===== src/rtl/dmem_ctrl_pkg.sv =====
// Shared types and constants for the data-memory arbiter.
//   state_t  : controller state (IDLE, RMW_WR)
//   owner_t  : port that owns an in-flight byte-store read-modify-write
//   BYTE_LANES : byte lanes per memory word
package dmem_ctrl_pkg;

    typedef enum logic {
        IDLE,
        RMW_WR
    } state_t;

    typedef enum logic {
        OWN_C,
        OWN_D
    } owner_t;

    localparam int BYTE_LANES = 4;

endpackage


===== src/rtl/byte_merge.sv =====
// Replaces one byte lane of a 32-bit word.
//   word   in  32  original word
//   wbyte  in  8   replacement byte
//   lane   in  2   lane index k; bits [8k+7:8k] are replaced
//   merged out 32  word with the lane replaced
module byte_merge
    import dmem_ctrl_pkg::*;
(
    input  logic [31:0] word,
    input  logic [7:0]  wbyte,
    input  logic [1:0]  lane,
    output logic [31:0] merged
);

    always_comb begin
        for (int k = 0; k < BYTE_LANES; k++) begin
            merged[8*k +: 8] = (lane == 2'(k)) ? wbyte : word[8*k +: 8];
        end
    end

endmodule


===== src/rtl/dmem_arbiter.sv =====
// Shares a single-port, word-addressed data memory between the pipeline
// MEM stage (port C) and a debug/loader port (port D). Port C has priority
// with a starvation guard for D; byte stores become a two-cycle
// read-modify-write so the memory only ever sees full-word writes.
//   clk, reset_n                : clock, async active-low reset
//   c_req/c_we/c_byte/c_addr/c_wdata -> c_rdata/c_ready : port C
//   d_req/d_we/d_byte/d_addr/d_wdata -> d_rdata/d_ready : port D
//   mem_we/mem_a/mem_wd/mem_b -> dmem, mem_rd <- dmem (combinational read)
module dmem_arbiter
    import dmem_ctrl_pkg::*;
#(
    parameter int unsigned STARVE_LIMIT = 4
) (
    input  logic        clk,
    input  logic        reset_n,
    input  logic        c_req,
    input  logic        c_we,
    input  logic        c_byte,
    input  logic [31:0] c_addr,
    input  logic [31:0] c_wdata,
    output logic [31:0] c_rdata,
    output logic        c_ready,
    input  logic        d_req,
    input  logic        d_we,
    input  logic        d_byte,
    input  logic [31:0] d_addr,
    input  logic [31:0] d_wdata,
    output logic [31:0] d_rdata,
    output logic        d_ready,
    output logic        mem_we,
    output logic [31:0] mem_a,
    output logic [31:0] mem_wd,
    output logic        mem_b,
    input  logic [31:0] mem_rd
);

    localparam int CNT_W = (STARVE_LIMIT > 0) ? $clog2(STARVE_LIMIT + 1) : 1;
    localparam logic [CNT_W-1:0] LIMIT = CNT_W'(STARVE_LIMIT);

    state_t           state_q, state_d;
    owner_t           owner_q, owner_d;
    logic [31:0]      rmw_q, rmw_d;
    logic [CNT_W-1:0] cnt_q, cnt_d;

    logic        starve_hit, grant_c, grant_d;
    logic        sel_we, sel_byte;
    logic [31:0] sel_addr, sel_wdata;
    logic [31:0] own_addr, own_wdata, merged;

    // Winner selection only matters in IDLE; RMW_WR ignores it.
    assign starve_hit = (cnt_q == LIMIT);
    assign grant_d    = d_req & (~c_req | starve_hit);
    assign grant_c    = c_req & ~grant_d;

    assign sel_we    = grant_d ? d_we    : c_we;
    assign sel_byte  = grant_d ? d_byte  : c_byte;
    assign sel_addr  = grant_d ? d_addr  : c_addr;
    assign sel_wdata = grant_d ? d_wdata : c_wdata;

    // The owner keeps its fields stable until ready, so the second RMW cycle
    // takes address and byte straight from the owning port.
    assign own_addr  = (owner_q == OWN_D) ? d_addr  : c_addr;
    assign own_wdata = (owner_q == OWN_D) ? d_wdata : c_wdata;

    byte_merge u_merge (
        .word   (rmw_q),
        .wbyte  (own_wdata[7:0]),
        .lane   (own_addr[1:0]),
        .merged (merged)
    );

    assign c_rdata = mem_rd;
    assign d_rdata = mem_rd;
    assign mem_b   = 1'b0;

    // NOTE: state registers use non-blocking assignments so every flop
    // samples the pre-edge values regardless of block evaluation order.
    always_ff @(posedge clk or negedge reset_n) begin
        if (!reset_n) begin
            state_q <= IDLE;
            owner_q <= OWN_C;
            rmw_q   <= '0;
            cnt_q   <= '0;
        end else begin
            state_q <= state_d;
            owner_q <= owner_d;
            rmw_q   <= rmw_d;
            cnt_q   <= cnt_d;
        end
    end

    always_comb begin
        // NOTE: every output of this block is given a default first so no
        // path through the case leaves a signal unassigned (no latches).
        state_d = state_q;
        owner_d = owner_q;
        rmw_d   = rmw_q;
        cnt_d   = cnt_q;
        mem_we  = 1'b0;
        mem_a   = c_addr;
        mem_wd  = c_wdata;
        c_ready = 1'b0;
        d_ready = 1'b0;

        case (state_q)
            IDLE: begin
                if (!d_req || grant_d) begin
                    cnt_d = '0;
                end else if (grant_c && cnt_q != LIMIT) begin
                    cnt_d = cnt_q + 1'b1;
                end

                if (grant_c || grant_d) begin
                    mem_a = sel_addr;
                    if (sel_we && sel_byte) begin
                        // First half of a byte store: capture the old word.
                        rmw_d   = mem_rd;
                        owner_d = grant_d ? OWN_D : OWN_C;
                        state_d = RMW_WR;
                    end else begin
                        mem_we  = sel_we;
                        mem_wd  = sel_wdata;
                        c_ready = grant_c;
                        d_ready = grant_d;
                    end
                end
            end

            RMW_WR: begin
                mem_we  = 1'b1;
                mem_a   = own_addr;
                mem_wd  = merged;
                c_ready = (owner_q == OWN_C);
                d_ready = (owner_q == OWN_D);
                state_d = IDLE;
            end

            default: state_d = IDLE;
        endcase

        // While reset is held nothing may reach memory, which also aborts
        // a merged write that was about to commit.
        if (!reset_n) begin
            mem_we  = 1'b0;
            c_ready = 1'b0;
            d_ready = 1'b0;
        end
    end

endmodule


===== config.mk =====
export PLATFORM = sky130hd
export DESIGN_NAME = dmem_arbiter
export DESIGN_NICKNAME = d
export VERILOG_FILES = /design/src/rtl/dmem_ctrl_pkg.sv /design/src/rtl/byte_merge.sv /design/src/rtl/dmem_arbiter.sv
export SDC_FILE = /design/constraint.sdc
export NUM_CORES = 1
export LEC_CHECK = 0
export CORE_AREA = 2 2 117 119
export CTS_BUF_LIST = sky130_fd_sc_hd__clkbuf_2 sky130_fd_sc_hd__clkbuf_4 sky130_fd_sc_hd__clkbuf_8
export DETAILED_ROUTE_END_ITERATION = 7
export DIE_AREA = 0 0 119 121
export PLACE_DENSITY = 0.7
export SLEW_MARGIN = 30
export SYNTH_ARGS = -nofsm -noshare
export SYNTH_HDL_FRONTEND = slang
export SYNTH_SLANG_ARGS = --single-unit

===== constraint.sdc =====
create_clock -name clk -period 1.9 [get_ports clk]
set_input_delay 0.285 -clock clk [delete_from_list [all_inputs] [get_ports clk]]
set_output_delay 0.285 -clock clk [all_outputs]
set_load 0.05 [all_outputs]

==> flow_summary_export.csv, run 1 <==
group,metric,value,unit
status,outcome,"complete, but fails checks",
sta,setup-violations-final,100,
power,netSwitchingFraction,0.421,
sta,whs,0.373,ns
routing,postRouteAntennaNets,0,
yosys,ys_warn_count,0,
grt,grt_overflow,0,
yosys,synthCells,342,
cells_and_area,syn_to_final_growth,161,%
power,comb_power_share,0.699,
setup_path,worstPathMaxFanout,6,
setup_path,critical-path-max-stage-delay,0.57,ns
cts,cts_buffers,5,
setup_path,regToRegStartpoint,"cnt_q[0]$_DFFE_PN0P_",
grt,grt_start_max_net_pins,23,
power,clkPwrFrac,0.121,
sta,maxSlewHeadroom,0.615,
grt,antenna_found_initial,0,
placed_design,dp.final_hpwl,13200,um
worst_hold_path,min_path_type,"in -> async",
yosys,synth_commonest_cells,"buf_4 (65), mux2_2 (60), dfrtp_1 (37)",
setup_path,crit_slowest_cell,"or4_4",
cts,cts_htree_levels,2,
routing,vias_per_cell,4.73,
power,p_per_area,674,nW/um^2
floorplan,die_w,119,um
yosys,netlist_area,3430,um^2
cts,path_clk_slew,0.08,ns
cells_and_area,fillers,927,
power,internal_power,3490,uW
yosys,synth_nets,512,
cts,clock-sinks,37,
sta,drv_slew,0,
setup_path,start_kind,"register",
yosys,synth-edff-count,0,
sta,fin_ws,-0.612,ns
routing,wl,17000,um
power,seq_power_share,0.181,
flow_run,drv_cap,0,
placed_design,place_area,8260,um^2
yosys,netlist-cell-type-count,39,
grt,grt_pass1_vias,4428,
sta,tns,-48.19,ns
power,max-vdd-ir-drop,0.000358,V
cts,cts-root-buf,"clkbuf_8",
cts,clk-insertion-delay-late,0.29,ns
yosys,yosysMostFrequentCell,"buf_4",
routing,wl_per_cell,21.0,um
setup_path,worst_r2r_endpoint,"rmw_q[29]$_DFFE_PN0P_",
grt,grtUsageTotal,0.235,
setup_path,critPathRequiredTime,1.62,ns
floorplan,die_area,14400,um^2
yosys,synth-seq-area-share,0.270,
power,p_leak,0.00374,uW
routing,vias,3810,
floorplan,io_pins,300,
cells_and_area,design_area,8950,um^2
sta,max_freq,398,MHz
floorplan,rows,42,
sta,tightest_slew,0.577,ns
yosys,synth_top_area_cell,"dfrtp_1",
setup_path,arrival,2.23,ns
yosys,synth_top_area_frac,0.270,
yosys,synth_area_leaders,"dfrtp_1 (27%), mux2_2 (20%), buf_4 (14%)",
routing,drt_iter0_drc,122,
cts,cts_tree,"yes",
sta,rsz0062_at_grt,"yes",
setup_path,regToRegSetupSlack,-0.34,ns
yosys,ys_ff_latch,37,
routing,drc,0,
cells_and_area,diodes,0,
setup_path,crit_type,"reg -> out",
yosys,synthFlopType,"dfrtp_1",
power,finalPower,6030,uW
grt,grt_pass1_wl,26100,um
status,violations,"setup timing",
yosys,syn_avg_cell_area,10.0,um^2
routing,drt_first_pass_iters,4,
floorplan,die_h,121,um
floorplan,core_area,13100,um^2
cells_and_area,drive_gt1_frac,0.568,
yosys,async_flop_share,1.00,
placed_design,place.gp.congestion,0.794,
sta,fin_crit,2.51,ns
floorplan,start_util,0.262,
placed_design,port_buffers,298,
cts,cts_buffer_depth,2,
setup_path,cp_common_cell,"buf_12",
sta,period_share,1.32,
cells_and_area,final_core_util,0.684,
sta,finClkSkew,0.00677,ns
setup_path,crit_chain,"inv_2 -> ha_4 -> a21boi_4 -> or4_4 -> buf_12 -> buf_12 -> o22ai_4 -> a21oi_4 -> buf_6",
cells_and_area,layout.nets,799,
sta,final_hold_viol_count,0,
setup_path,cp-end-kind,"output port",
setup_path,worstRegToRegCells,10,
power,p_sw,2540,uW
-- power by group through the flow --
stage | registers [uW] | clock network (uW) | logic (uW)
after global placement | 1090 | 0 | 3930
after CTS | 1090 | 742 | 4230
final | 1090 | 727 | 4210
after detailed placement | 1100 | 0 | 3970
after global routing | 1110 | 776 | 4380
after floorplan | 1060 | 0 | 2370
-- cells by family after synthesis --
group,Yosys count,synth area share
mux,105,0.349
compound gates,81,0.146
buf+inv,95,0.192
other cells,1,0.00109
simple gates,21,0.0347
flops,37,0.270
fa+ha+maj,2,0.00729
-- registers in the layout (all words and copies together) (netlist names) --
name and cells:
cnt_q 3, rmw_q 32, owner_q 1, state_q 1
-- layout by cell type, fill, tap and decap left out, types with 2 or more instances in the layout --
| cell | instances |
|---|---|
| dfrtp_1 | 36 |
| o21ai_0 | 3 |
| buf_4 | 47 |
| mux2_4 | 42 |
| nor4b_1 | 2 |
| inv_1 | 7 |
| a21boi_4 | 2 |
| a21oi_4 | 31 |
| inv_2 | 2 |
| buf_8 | 2 |
| o21ai_4 | 2 |
| clkdlybuf4s50_1 | 166 |
| nand2_1 | 5 |
| nor2_1 | 5 |
| o22ai_1 | 2 |
| buf_16 | 5 |
| mux2_2 | 30 |
| clkbuf_8 | 6 |
| mux2i_1 | 32 |
| buf_12 | 115 |
| o22ai_4 | 31 |
| buf_6 | 29 |
-- worst max path at each step --
stage	depth (start not counted)	slack (ns)	startpoint	endpoint
after floorplan	7	-0.15	cnt_q[1]$_DFFE_PN0P_	d_ready
after global placement	7	-0.74	c_req	mem_wd[10]
after detailed placement	7	-0.78	c_req	mem_wd[10]
after CTS	9	-0.61	cnt_q[1]$_DFFE_PN0P_	mem_wd[4]
after global routing	9	-0.66	cnt_q[0]$_DFFE_PN0P_	mem_wd[0]
final	9	-0.61	cnt_q[0]$_DFFE_PN0P_	mem_wd[30]
-- worst max-delay path: cells and delay by family, from the launching register on --
kind | cells | cell delay [ns]
AO/OA/AOI/OAI | 3 | 0.24
AND/OR/NAND/NOR | 1 | 0.57
adder cells (fa/ha/maj) | 1 | 0.14
flip-flops | 1 | 0.41
buffers and inverters | 4 | 0.58
-- area by class of cell --
| class | instances | area (um^2) | area share |
|---|---|---|---|
| flip-flops and latches | 37 | 930 | 0.104 |
| inverters | 9 | 33.8 | 0.00378 |
| repair buffers | 366 | 4830 | 0.539 |
| well taps | 176 | 220 | 0.0246 |
| clock buffers | 6 | 82.6 | 0.00923 |
| multi-input cells | 210 | 2820 | 0.315 |
| clock inverters | 2 | 37.5 | 0.00419 |
-- what timing repair did --
action	4_1_cts	5_1_grt
setup buffers	11	3
gates resized for setup	58	6
endpoints found under the hold margin	2	0
hold buffers	1	0
pin swaps	16	3
endpoints found under the setup margin	99	100
cloned	6	0
-- metal layers --
layer,up-vias,track usage,share of wire
met1,1852,0.267,0.37
met2,178,0.451,0.55
met3,16,0.0508,0.062
li1,1764,-,-
met4,0,0.0432,0.016
met5,-,0,0
-- metrics by stage --
stage               worst slack (ns)  instances
floorplan                     -0.150        342
global placement              -0.738        778
detailed placement            -0.776        778
CTS                           -0.615        804
global route                  -0.663        806
finish                        -0.612        806
No activity file was read; power rests on OpenSTA's default activity.
==> run 2: changes to the inputs <==
--- a/config.mk
+++ b/config.mk
@@ -5,11 +5,15 @@
 export SDC_FILE = /design/constraint.sdc
 export NUM_CORES = 1
 export LEC_CHECK = 0
-export CORE_AREA = 2 2 117 119
+export CELL_PAD_IN_SITES_DETAIL_PLACEMENT = 1
+export CELL_PAD_IN_SITES_GLOBAL_PLACEMENT = 1
+export CORE_ASPECT_RATIO = 0.9
+export CORE_MARGIN = 2
+export CORE_UTILIZATION = 20
 export CTS_BUF_LIST = sky130_fd_sc_hd__clkbuf_2 sky130_fd_sc_hd__clkbuf_4 sky130_fd_sc_hd__clkbuf_8
 export DETAILED_ROUTE_END_ITERATION = 7
-export DIE_AREA = 0 0 119 121
-export PLACE_DENSITY = 0.7
+export GPL_ROUTABILITY_DRIVEN = 1
+export PLACE_DENSITY_LB_ADDON = 0.1
 export SLEW_MARGIN = 30
 export SYNTH_ARGS = -nofsm -noshare
 export SYNTH_HDL_FRONTEND = slang
==> flow_summary_export.csv, run 2 (synthesis gave the netlist of run 1 again) <==
group,metric,value,unit
placed_design,place.gp.congestion,0.799,
grt,grt_pass1_vias,4415,
placed_design,port_buffers,298,
grt,grt_pass1_wl,26400,um
cells_and_area,top_register,"rmw_q",
grt,grt_start_max_net_pins,34,
sta,tightest_slew,0.990,ns
status,outcome,"complete, but fails checks",
grt,grtUsageTotal,0.191,
cells_and_area,drive_gt1_frac,0.582,
cts,cts_htree_levels,2,
sta,drv_slew,0,
routing,wl_per_cell,21.7,um
floorplan,die_area,18200,um^2
setup_path,start_kind,"register",
placed_design,place_inst,824,
sta,tns,-44.04,ns
setup_path,regToRegSetupSlack,-0.25,ns
routing,drc,0,
routing,postRouteAntennaNets,0,
cells_and_area,reg_top3,"rmw_q x32, cnt_q x3",
floorplan,io_pins,300,
power,max-vdd-ir-drop,0.000254,V
cells_and_area,layout_common_cells,"clkdlybuf4s50_1 (166), buf_12 (125), buf_4 (56)",
routing,vias_per_cell,4.54,
sta,fin_ws,-0.584,ns
floorplan,die_h,128,um
sta,setup-violations-final,99,
placed_design,place_area,8510,um^2
cts,cts-root-buf,"clkbuf_8",
setup_path,critPathRequiredTime,1.62,ns
placed_design,dp.final_hpwl,14100,um
cells_and_area,syn_to_final_growth,171,%
cts,cts_tree,"yes",
floorplan,rows,45,
sta,finClkSkew,0.00587,ns
cells_and_area,diodes,0,
sta,period_share,1.31,
cts,cts_buffers,5,
sta,final_hold_viol_count,0,
setup_path,arrival,2.20,ns
status,violations,"setup timing",
cells_and_area,layout.nets,814,
cells_and_area,largest_register_ffs,32,
floorplan,core_area,16800,um^2
cts,clock-sinks,37,
setup_path,crit_type,"reg -> out",
sta,maxSlewHeadroom,0.340,
cells_and_area,final_common_cell,"clkdlybuf4s50_1",
cells_and_area,fillers,1643,
setup_path,cp-end-kind,"output port",
setup_path,worstPathMaxFanout,6,
floorplan,die_w,142,um
routing,drt_iter0_drc,66,
power,p_per_area,673,nW/um^2
sta,max_freq,403,MHz
worst_hold_path,min_path_type,"in -> async",
cells_and_area,final_cells,855,
cts,clk-insertion-delay-late,0.29,ns
routing,vias,3882,
cells_and_area,design_area,9310,um^2
sta,rsz0062_at_grt,"yes",
routing,drt_first_pass_iters,4,
cts,cts_buffer_depth,2,
grt,antenna_found_initial,0,
power,p_leak,0.00390,uW
floorplan,start_util,0.204,
flow_run,drv_cap,0,
sta,fin_crit,2.48,ns
cts,path_clk_slew,0.08,ns
routing,wl,18600,um
power,finalPower,6270,uW
grt,grt_overflow,0,
-- run 2: cell types whose count changed in the layout (fill, tap and decap cells not counted), moves of 2 or more --
cell | previous run | this run
buf_12 | 115 | 125
buf_6 | 29 | 19
buf_4 | 47 | 56
clkbuf_16 | 0 | 6
mux2_2 | 30 | 28
mux2_4 | 42 | 44
-- run 2: what timing repair did --
action                                  4_1_cts  5_1_grt
hold buffers                                  1        0
endpoints found under the hold margin        10        0
endpoints found under the setup margin       99       99
setup buffers                                10        5
pin swaps                                     3       21
resized for setup                            46       14
gates cloned                                  4        6
-- run 2: layer usage --
metal / vias to the layer above / track usage / part of all wire
met4: 0 / 0.0371 / 0.012
met3: 13 / 0.0459 / 0.074
met1: 1900 / 0.211 / 0.38
met2: 183 / 0.369 / 0.54
li1: 1786 / - / -
met5: - / 0 / 0
-- run 2: cell type report --
| class | instances | area (um^2) | share of cell area |
|---|---|---|---|
| clock buffer | 5 | 68.8 | 0.00739 |
| timing repair buffer | 381 | 5130 | 0.551 |
| clock inverter | 2 | 35.0 | 0.00376 |
| sequential | 37 | 930 | 0.0999 |
| multi-input combinational | 210 | 2850 | 0.306 |
| inverter | 9 | 33.8 | 0.00363 |
| tap | 211 | 264 | 0.0284 |
-- run 2: per-stage QoR --
stage                     utilization  hold slack [ns]  setup slack [ns]
after floorplan                     -          -0.0106            -0.150
after global placement          0.506            0.229            -0.725
after detailed placement        0.506            0.237            -0.767
after CTS                       0.537            0.201            -0.641
after global routing            0.553            0.219            -0.662
final                           0.553            0.188            -0.584
-- run 2: worst max-delay path, cell delays in order, from the launching register on --
cell,delay (ns)
dfrtp_1,0.40
inv_2,0.09
ha_4,0.14
a21boi_4,0.05
buf_6,0.12
nand2b_4,0.14
o21ai_4,0.19
buf_12,0.16
buf_12,0.13
mux2_4,0.32
buf_12,0.15
-- run 2: worst paths after layout --
kind,from,endpoint,cells past startpoint
max in group asynchronous,reset_n,state_q$_DFF_PN0_,2
min in group clk,rmw_q[23]$_DFFE_PN0P_,rmw_q[23]$_DFFE_PN0P_,1
worst max register to register,cnt_q[0]$_DFFE_PN0P_,rmw_q[10]$_DFFE_PN0P_,10
worst max-delay path,cnt_q[0]$_DFFE_PN0P_,mem_a[17],10
worst min register to register,rmw_q[23]$_DFFE_PN0P_,rmw_q[23]$_DFFE_PN0P_,1
worst min-delay path,reset_n,rmw_q[21]$_DFFE_PN0P_,2
-- run 2: report_power, final --
part,internal (uW),leakage [uW],switching [uW]
combinational,2290,0.00340,2200
sequential,978,0.000441,110
clock,382,0.0000540,310
==> run 3: changes to the inputs <==
--- a/config.mk
+++ b/config.mk
@@ -13,6 +13,8 @@
 export CTS_BUF_LIST = sky130_fd_sc_hd__clkbuf_2 sky130_fd_sc_hd__clkbuf_4 sky130_fd_sc_hd__clkbuf_8
 export DETAILED_ROUTE_END_ITERATION = 7
 export GPL_ROUTABILITY_DRIVEN = 1
+export GPL_TIMING_DRIVEN = 0
+export MAX_ROUTING_LAYER = met4
 export PLACE_DENSITY_LB_ADDON = 0.1
 export SLEW_MARGIN = 30
 export SYNTH_ARGS = -nofsm -noshare
==> flow_summary_export.csv, run 3 (synthesis gave the netlist of run 1 again) <==
group,metric,value,unit
status,violations,"hold timing, setup timing",
routing,vias,3967,
floorplan,die_w,142,um
placed_design,port_buffers,298,
cells_and_area,fillers,1763,
sta,rsz0062_at_grt,"yes",
sta,finClkSkew,0.00657,ns
cts,cts_tree,"yes",
floorplan,io_pins,300,
routing,drt_iter0_drc,112,
sta,whs,-0.0249,ns
routing,vias_per_cell,4.45,
cells_and_area,drive_gt1_frac,0.521,
sta,maxSlewHeadroom,0.607,
routing,drc,0,
cts,cts_htree_levels,2,
routing,wl_per_cell,19.9,um
floorplan,die_h,128,um
grt,grt_pass1_wl,26100,um
placed_design,dp.final_hpwl,13600,um
setup_path,crit_type,"reg -> out",
cells_and_area,largest_register_ffs,32,
floorplan,rows,45,
grt,top_usage_layer,"met2",
cells_and_area,top_register,"rmw_q",
routing,drt_first_pass_iters,4,
sta,tightest_slew,0.589,ns
cells_and_area,final_core_util,0.510,
cts,cts-root-buf,"clkbuf_8",
sta,drv_slew,0,
cells_and_area,final_cells,892,
cts,clk-insertion-delay-late,0.29,ns
setup_path,arrival,2.18,ns
cells_and_area,final_common_cell,"clkdlybuf4s50_1",
power,p_per_area,666,nW/um^2
status,outcome,"complete, but fails checks",
grt,grt_overflow,0,
sta,setup-violations-final,100,
grt,antenna_found_initial,0,
cts,path_clk_slew,0.08,ns
setup_path,worstPathMaxFanout,10,
setup_path,start_kind,"register",
placed_design,place_area,7540,um^2
sta,fin_ws,-0.566,ns
sta,final_hold_viol_count,32,
grt,grt_start_max_net_pins,42,
power,finalPower,5720,uW
cts,cts_buffers,5,
grt,grtUsageTotal,0.193,
cells_and_area,syn_to_final_growth,150,%
power,max-vdd-ir-drop,0.000265,V
sta,period_share,1.30,
power,p_leak,0.00376,uW
cts,clock-sinks,37,
floorplan,die_area,18200,um^2
placed_design,place_inst,851,
cells_and_area,diodes,0,
grt,use_met1,0.212,
cells_and_area,layout.nets,851,
sta,max_freq,405,MHz
cells_and_area,reg_top3,"rmw_q x32, cnt_q x3",
routing,wl,17700,um
floorplan,start_util,0.204,
floorplan,core_area,16800,um^2
cells_and_area,layout_common_cells,"clkdlybuf4s50_1 (164), buf_4 (77), dlygate4sd2_1 (66)",
placed_design,place.gp.congestion,0.723,
worst_hold_path,min_path_type,"in -> async",
grt,met3_usage,0.0388,
setup_path,cp-end-kind,"output port",
flow_run,drv_cap,0,
grt,grt_util_met2,0.367,
routing,postRouteAntennaNets,0,
cells_and_area,design_area,8590,um^2
grt,grt_pass1_vias,4529,
sta,fin_crit,2.47,ns
setup_path,critPathRequiredTime,1.62,ns
cts,cts_buffer_depth,2,
-- run 3: cell types whose count changed in the layout (fill, tap and decap cells not counted), sizes merged --
cell and delta:
bufinv -1, clkinv -1, inv -1, buf -25
clkdlybuf4s50 -2, clkinvlp +1, dlygate4sd3 -1, dlygate4sd2 +66
clkbuf +1
-- run 3: critical path, stage by stage, from the launching register on --
cell and delay (ns):
dfrtp_1 0.39, inv_2 0.08, ha_4 0.14, a21boi_4 0.06
or4_4 0.50, buf_12 0.17, buf_12 0.17, o22ai_4 0.14
a21oi_4 0.04, buf_6 0.18
-- run 3: cell type report --
class	count	area, um^2	share of cell area
inverter	9	37.5	0.00437
multi-input combinational	210	2940	0.342
tap	211	264	0.0307
timing repair buffer	334	3570	0.416
sequential	37	926	0.108
buffer	84	764	0.0890
clock buffer	7	90.1	0.0105
-- run 3: worst paths after layout --
kind                                       start                    end  slack [ns]  depth (start not counted)
setup / recovery            cnt_q[1]$_DFFE_PN0P_             mem_wd[28]       -0.57                          9
hold / removal                           reset_n   rmw_q[5]$_DFFE_PN0P_       -0.02                          1
setup reg to reg            cnt_q[1]$_DFFE_PN0P_  rmw_q[12]$_DFFE_PN0P_       -0.34                         11
hold reg to reg            rmw_q[24]$_DFFE_PN0P_  rmw_q[24]$_DFFE_PN0P_        0.51                          1
max in group asynchronous                reset_n   rmw_q[9]$_DFFE_PN0P_        1.53                          1
min in group clk           rmw_q[24]$_DFFE_PN0P_  rmw_q[24]$_DFFE_PN0P_        0.51                          1
-- run 3: metal layers --
metal  vias up  wire length (um)
met5         -                 0
met4         0                74
met3         6              1240
met2       177              9700
met1      1925              6730
li1       1859                 -
-- run 3: power breakdown --
| part | internal [uW] | leakage (uW) | switching [uW] | total (uW) |
|---|---|---|---|---|
| combinational | 1910 | 0.00327 | 2110 | 4020 |
| clock | 303 | 0.0000477 | 300 | 603 |
| sequential | 977 | 0.000443 | 116 | 1090 |
-- run 3: repair_timing --
action,in CTS,in global routing
pin swaps,13,9
resized for setup,625,37
hold buffers,0,0
setup buffers,26,9
gates cloned,7,1
endpoints found under the setup margin,163,100
-- run 3: stage by stage --
stage,setup WS (ns),setup TNS (ns)
detailed placement,-1.55,-105.77
global placement,-2.03,-132.99
finish,-0.566,-40.97
CTS,-0.584,-42.80
floorplan,-0.150,-2.76
global route,-0.640,-48.09
